==> config.mk <==
export PLATFORM = sky130hd
export DESIGN_NAME = fp16_normalize_pack_flat
export DESIGN_NICKNAME = d
export VERILOG_FILES = /design/src/rtl/fp16_normalize_pack_if.sv /design/src/rtl/fp16_normalize_pack.sv /design/src/flat_wrapper.sv
export SDC_FILE = /design/constraint.sdc
export NUM_CORES = 1
export LEC_CHECK = 0
export BUFFER_PORTS_ARGS = -buffer_cell sky130_fd_sc_hd__buf_2
export CORE_UTILIZATION = 52
export CTS_CLUSTER_DIAMETER = 60
export DETAILED_ROUTE_END_ITERATION = 10
export GPL_ROUTABILITY_DRIVEN = 0
export PLACE_DENSITY = 0.86
export SYNTH_ARGS = -nofsm -noshare
export SYNTH_HDL_FRONTEND = slang
export SYNTH_SLANG_ARGS = --single-unit
export TNS_END_PERCENT = 5
==> constraint.sdc <==
create_clock -name clock -period 2.4 [get_ports clock]
set_input_delay 0.24 -clock clock [delete_from_list [all_inputs] [get_ports clock]]
set_output_delay 0.24 -clock clock [all_outputs]
set_load 0.005 [all_outputs]
==> src/rtl/fp16_normalize_pack_if.sv <==
// fp16_normalize_pack_if: unpacked-result input and packed binary16 output handshakes
interface fp16_normalize_pack_if;
    logic        in_valid;
    logic        in_ready;
    logic        in_sign;
    logic [6:0]  in_exponent;
    logic [23:0] in_significand;
    logic        out_valid;
    logic        out_ready;
    logic [15:0] out_result;
    logic        out_overflow;
    logic        out_underflow;
    modport master (
        output in_valid, in_sign, in_exponent, in_significand, out_ready,
        input  in_ready, out_valid, out_result, out_overflow, out_underflow
    );
    modport slave (
        input  in_valid, in_sign, in_exponent, in_significand, out_ready,
        output in_ready, out_valid, out_result, out_overflow, out_underflow
    );
endinterface

==> src/rtl/fp16_normalize_pack.sv <==
// fp16_normalize_pack: one-bit-per-cycle normalizer, round-to-nearest-even and binary16 packer
module fp16_normalize_pack (
    input logic clock,
    input logic resetn,
    fp16_normalize_pack_if.slave bus
);
    typedef enum logic [1:0] {IDLE, NORM, ROUND, DONE} state_t;
    state_t state_q, state_d;
    logic sign_q, sign_d, sticky_q, sticky_d, ovf_q, ovf_d, unf_q, unf_d;
    logic signed [7:0] exp_q, exp_d, exp_r;
    logic [23:0] sig_q, sig_d;
    logic [15:0] result_q, result_d, packed_r;
    logic [11:0] m_sum;
    logic [10:0] m_fin;
    logic g, s, up, rsh, lsh, ovf_r;
    assign rsh = sig_q[23] | (exp_q < 8'sd1);
    assign lsh = !sig_q[22] & (exp_q > 8'sd1);
    assign g = sig_q[11];
    assign s = (|sig_q[10:0]) | sticky_q;
    assign up = g & (s | sig_q[12]);
    assign m_sum = {1'b0, sig_q[22:12]} + {11'b0, up};
    // A rounding carry out of the significand bumps the exponent by one
    assign m_fin = m_sum[11] ? m_sum[11:1] : m_sum[10:0];
    assign exp_r = exp_q + (m_sum[11] ? 8'sd1 : 8'sd0);
    assign ovf_r = exp_r >= 8'sd31;
    assign packed_r = ovf_r ? {sign_q, 5'h1F, 10'h0}
                            : {sign_q, m_fin[10] ? exp_r[4:0] : 5'h0, m_fin[9:0]};
    always_ff @(posedge clock or negedge resetn) begin
        if (!resetn) begin
            state_q <= IDLE;
        end else begin
            state_q <= state_d;
        end
    end
    always_comb begin
        state_d = state_q;
        case (state_q)
            IDLE:    state_d = bus.in_valid ? NORM : IDLE;
            NORM:    state_d = (sig_q == 24'h0 || !(rsh || lsh)) ? ROUND : NORM;
            ROUND:   state_d = DONE;
            default: state_d = bus.out_ready ? IDLE : DONE;
        endcase
    end
    always_comb begin
        bus.in_ready      = state_q == IDLE;
        bus.out_valid     = state_q == DONE;
        bus.out_result    = result_q;
        bus.out_overflow  = ovf_q;
        bus.out_underflow = unf_q;
    end
    always_comb begin
        sign_d   = sign_q;
        exp_d    = exp_q;
        sig_d    = sig_q;
        sticky_d = sticky_q;
        result_d = result_q;
        ovf_d    = ovf_q;
        unf_d    = unf_q;
        if (state_q == IDLE && bus.in_valid) begin
            sign_d   = bus.in_sign;
            exp_d    = {bus.in_exponent[6], bus.in_exponent};
            sig_d    = bus.in_significand;
            sticky_d = 1'b0;
        end else if (state_q == NORM) begin
            if (sig_q == 24'h0) begin
                exp_d = 8'sd0;
            end else if (rsh) begin
                sig_d    = sig_q >> 1;
                sticky_d = sticky_q | sig_q[0];
                exp_d    = exp_q + 8'sd1;
            end else if (lsh) begin
                sig_d = sig_q << 1;
                exp_d = exp_q - 8'sd1;
            end
        end else if (state_q == ROUND) begin
            exp_d    = exp_r;
            result_d = packed_r;
            ovf_d    = ovf_r;
            unf_d    = (packed_r[14:10] == 5'h0) & (g | s) & !ovf_r;
        end
    end
    always_ff @(posedge clock or negedge resetn) begin
        if (!resetn) begin
            sign_q   <= 1'b0;
            exp_q    <= 8'sd0;
            sig_q    <= 24'h0;
            sticky_q <= 1'b0;
            result_q <= 16'h0;
            ovf_q    <= 1'b0;
            unf_q    <= 1'b0;
        end else begin
            sign_q   <= sign_d;
            exp_q    <= exp_d;
            sig_q    <= sig_d;
            sticky_q <= sticky_d;
            result_q <= result_d;
            ovf_q    <= ovf_d;
            unf_q    <= unf_d;
        end
    end
endmodule

==> src/flat_wrapper.sv <==
// flat-port wrapper written by rule: the top's interface ports become plain ports
module fp16_normalize_pack_flat 
  (clock, resetn, bus_in_valid, bus_in_sign, bus_in_exponent, bus_in_significand, bus_out_ready, bus_in_ready, bus_out_valid, bus_out_result, bus_out_overflow, bus_out_underflow);
  fp16_normalize_pack_if bus_i ();
  input logic clock;
  input logic resetn;
  input wire logic [$bits(bus_i.in_valid)-1:0] bus_in_valid;
  input wire logic [$bits(bus_i.in_sign)-1:0] bus_in_sign;
  input wire logic [$bits(bus_i.in_exponent)-1:0] bus_in_exponent;
  input wire logic [$bits(bus_i.in_significand)-1:0] bus_in_significand;
  input wire logic [$bits(bus_i.out_ready)-1:0] bus_out_ready;
  output wire logic [$bits(bus_i.in_ready)-1:0] bus_in_ready;
  output wire logic [$bits(bus_i.out_valid)-1:0] bus_out_valid;
  output wire logic [$bits(bus_i.out_result)-1:0] bus_out_result;
  output wire logic [$bits(bus_i.out_overflow)-1:0] bus_out_overflow;
  output wire logic [$bits(bus_i.out_underflow)-1:0] bus_out_underflow;
  assign bus_i.in_valid = bus_in_valid;
  assign bus_i.in_sign = bus_in_sign;
  assign bus_i.in_exponent = bus_in_exponent;
  assign bus_i.in_significand = bus_in_significand;
  assign bus_i.out_ready = bus_out_ready;
  assign bus_in_ready = bus_i.in_ready;
  assign bus_out_valid = bus_i.out_valid;
  assign bus_out_result = bus_i.out_result;
  assign bus_out_overflow = bus_i.out_overflow;
  assign bus_out_underflow = bus_i.out_underflow;
  fp16_normalize_pack u_core (.clock(clock), .resetn(resetn), .bus(bus_i));
endmodule
==> results_dict.tcl <==
set metrics [dict create \
    drt_first_pass_iters 5 \
    wire_per_inst_um 17.67 \
    io_pins 56 \
    ys_types 62 \
    slew_viol_final 0 \
    totalWireLength_mm 10.19 \
    remaining_drc_errors 0 \
    hold_violations 0 \
    worstSetupPathType "flop to flop" \
    power_density_nw_per_um2 1441 \
    vias_per_cell 6.300 \
    status "finished clean" \
    syn-num-nets 463 \
    clock_latency_ns 0.32 \
    grt_pass1_wl_mm 16.05 \
    dieArea_um2 7515 \
    ys_ff_latch 54 \
    crit_required_ns 2.61 \
    arrival_ns 2.61 \
    dr.first_iter.drc_count 481 \
    tritoncts "built" \
    cts_buffers 5 \
    tightest_slew_ns 0.6933 \
    syn_area_um2 3730 \
    cts_buffer_depth 2 \
    crit_fanout 5 \
    drive_gt1_share_pct 30.15 \
    placed_area_um2 4247 \
    max_freq_mhz 417.6 \
    dp_hpwl_mm 6.928 \
    worst-r2r-cell-count 9 \
    cts_htree_levels 2 \
    ys_warn_count 0 \
    synthDominantAreaCellType "dfrtp_1" \
    finalClockSkew_ns 0.007745 \
    yosysSeqAreaShare_pct 36.23 \
    die_h_um 86.69 \
    stdcell_area_um2 4459 \
    n_antenna_cell 0 \
    nFillCells 568 \
    vias 3635 \
    leakage_nw 2.070 \
    cts_sinks 54 \
    hold_path_class "primary input to async pin" \
    relSlewSlack_pct 53.78 \
    final.period_utilization_pct 99.79 \
    core-area_um2 6869 \
    setup_viol 0 \
    port_buffers 55 \
    synth.avg_cell_area_um2 8.966 \
    drtAntennaViolNets 0 \
    antenna_found_initial 0 \
    critPathCaptureType "flop" \
    rows 30 \
    area_growth_pct 19.56 \
    drv_cap 0 \
    synth_ff_type "dfrtp_1" \
    grt_pass1_vias 3387 \
    grt_max_degree 55 \
    netlist.area_leader.share_pct 36.23 \
    path_clk_slew_ns 0.10 \
    root_buffer "clkbuf_8" \
    grt_usage_pct 27.34 \
    async_flop_share_pct 100.0 \
    fp.dieW_um 86.69 \
    yosys-top-cells-area "dfrtp_1 (36%), mux2i_1 (6.4%), a211oi_2 (4.4%)" \
    cp-start-kind "flop" \
    syn_inst 416 \
    fin_ws_ns 0.005143 \
    ir_drop_uv 1026 \
    fin_crit_ns 2.395 \
    dpl_worst_slack_ns 0.003378 \
    synth_edf_count 0 \
    start_util_pct 54.30 \
    fin_nets 527 \
    grt_remaining_overflow 0 \
]
## layer usage
metal / GRT usage (%) / share of wire, % / up-vias
li1: - / - / 1655
met1: 36.38 / 42 / 1747
met2: 45.82 / 48 / 198
met3: 5.238 / 8.4 / 35
met4: 7.121 / 2.2 / 0
met5: 0 / 0 / -
## cell usage after synthesis (2+ instances only)
library cell / n
buf_4: 3
nand2_1: 25
xor2_1: 4
o32ai_1: 4
nand2b_1: 2
nor4_1: 6
a211oi_2: 13
and2_1: 3
a21o_1: 18
ha_1: 11
a31o_2: 2
o22a_1: 6
buf_6: 5
nand3_1: 13
o211ai_1: 2
inv_1: 21
buf_2: 13
o21a_1: 2
inv_2: 2
clkbuf_1: 14
nor3_1: 10
nor2_1: 42
a21oi_1: 10
a31oi_1: 7
nand4_1: 7
a211oi_1: 6
xnor2_1: 10
and3_1: 4
o2bb2ai_1: 3
dfrtp_1: 54
o21ai_1: 10
o311ai_1: 3
mux2i_1: 24
a22oi_1: 3
o22ai_1: 15
o21ai_0: 13
## critical path, stage by stage (launching register included)
cell and delay [ns]:
dfrtp_1 0.40, and3_1 0.22, nand3_2 0.13, clkinv_4 0.10
ha_4 0.19, and3_1 0.18, o311ai_2 0.25, a311o_2 0.31
nand4_4 0.17, o32ai_2 0.34
## cells in the final DEF, fill, tap and decap left out, types with 3 or more instances in the layout
master	netlist	routed
a211oi_1	6	6
xnor2_1	10	9
a21oi_1	10	10
and3_1	4	4
nand4_1	7	7
a211oi_2	13	13
nand2_1	25	23
dfrtp_1	54	54
o22a_1	6	6
nor2_1	42	40
o22ai_1	15	15
o21ai_1	10	10
mux2i_1	24	24
a21o_1	18	18
nor3_1	10	9
clkbuf_8	0	5
and2_1	3	3
nor2_2	1	3
buf_2	13	55
xor2_1	4	4
nand3_1	13	12
nor4_1	6	5
o21ai_0	13	13
ha_1	11	9
o32ai_2	0	3
buf_4	3	34
o2bb2ai_1	3	3
a22oi_1	3	3
a31oi_1	7	7
inv_1	21	20
## cell families after synthesis
group           after synthesis  synth area share (%)
xor+xnor                     14                 3.287
simple gates                126                 16.81
fa+ha+maj                    11                 3.690
buf+inv                      59                 7.715
compound gates              127                 25.53
flops                        54                 36.23
mux                          25                 6.743
## per-stage QoR
step,TNS [ns],hold slack (ns),instances,power [W],utilization [%]
after floorplan,0,-0.05559,416,0.004648,-
after global placement,0,0.4048,563,0.005533,61.82
after detailed placement,0,0.4140,563,0.005700,61.82
after CTS,0,0.07035,573,0.006290,63.70
after global routing,-1.404,0.1199,577,0.006870,64.92
final,0,0.04827,577,0.006427,64.92
## power breakdown
group	switching (W)	internal [W]	total, W	leakage, nW
sequential	0.000386	0.00133	0.00172	0.675
clock	0.000316	0.000207	0.000523	0.0452
combinational	0.00236	0.00183	0.00419	1.35
total	0.00306	0.00337	0.00643	2.07
## sequential cells by signal, indices dropped and copies added (netlist names)
register                  count
u_core.state_q                2
u_core.bus.out_result        16
u_core.sticky_q               1
u_core.exp_q                  8
u_core.bus.out_overflow       1
u_core.sig_q                 24
u_core.sign_q                 1
u_core.bus.out_underflow      1
## worst paths after layout
kind	from	end	slack, ns
max in group asynchronous	resetn	u_core.bus.out_result[15]	1.90
setup / recovery	u_core.sig_q[20]	u_core.bus.out_result[2]	0.005
hold reg to reg	u_core.bus.out_overflow	u_core.bus.out_overflow	0.48
hold / removal	resetn	u_core.state_q[0]	0.05
min in group clock	bus_in_sign	u_core.sign_q	0.12
setup reg to reg	u_core.sig_q[20]	u_core.bus.out_result[2]	0.005
## area by class of cell
class	count	area (um2)	area share (%)
timing repair buffer	91	570.5	12.79
multi-input combinational	305	2240	50.22
tap	96	120.1	2.694
sequential	54	1351	30.30
clock buffer	6	72.57	1.627
clock inverter	2	13.76	0.3086
inverter	23	91.34	2.048
## repair_timing
item	CTS	global route
gates cloned	2	0
pin swaps	2	5
hold buffers	0	0
resized for setup	3	10
endpoints found under the setup margin	4	17
setup buffers	0	4
Note: power is estimated with default switching activity, not from simulation.
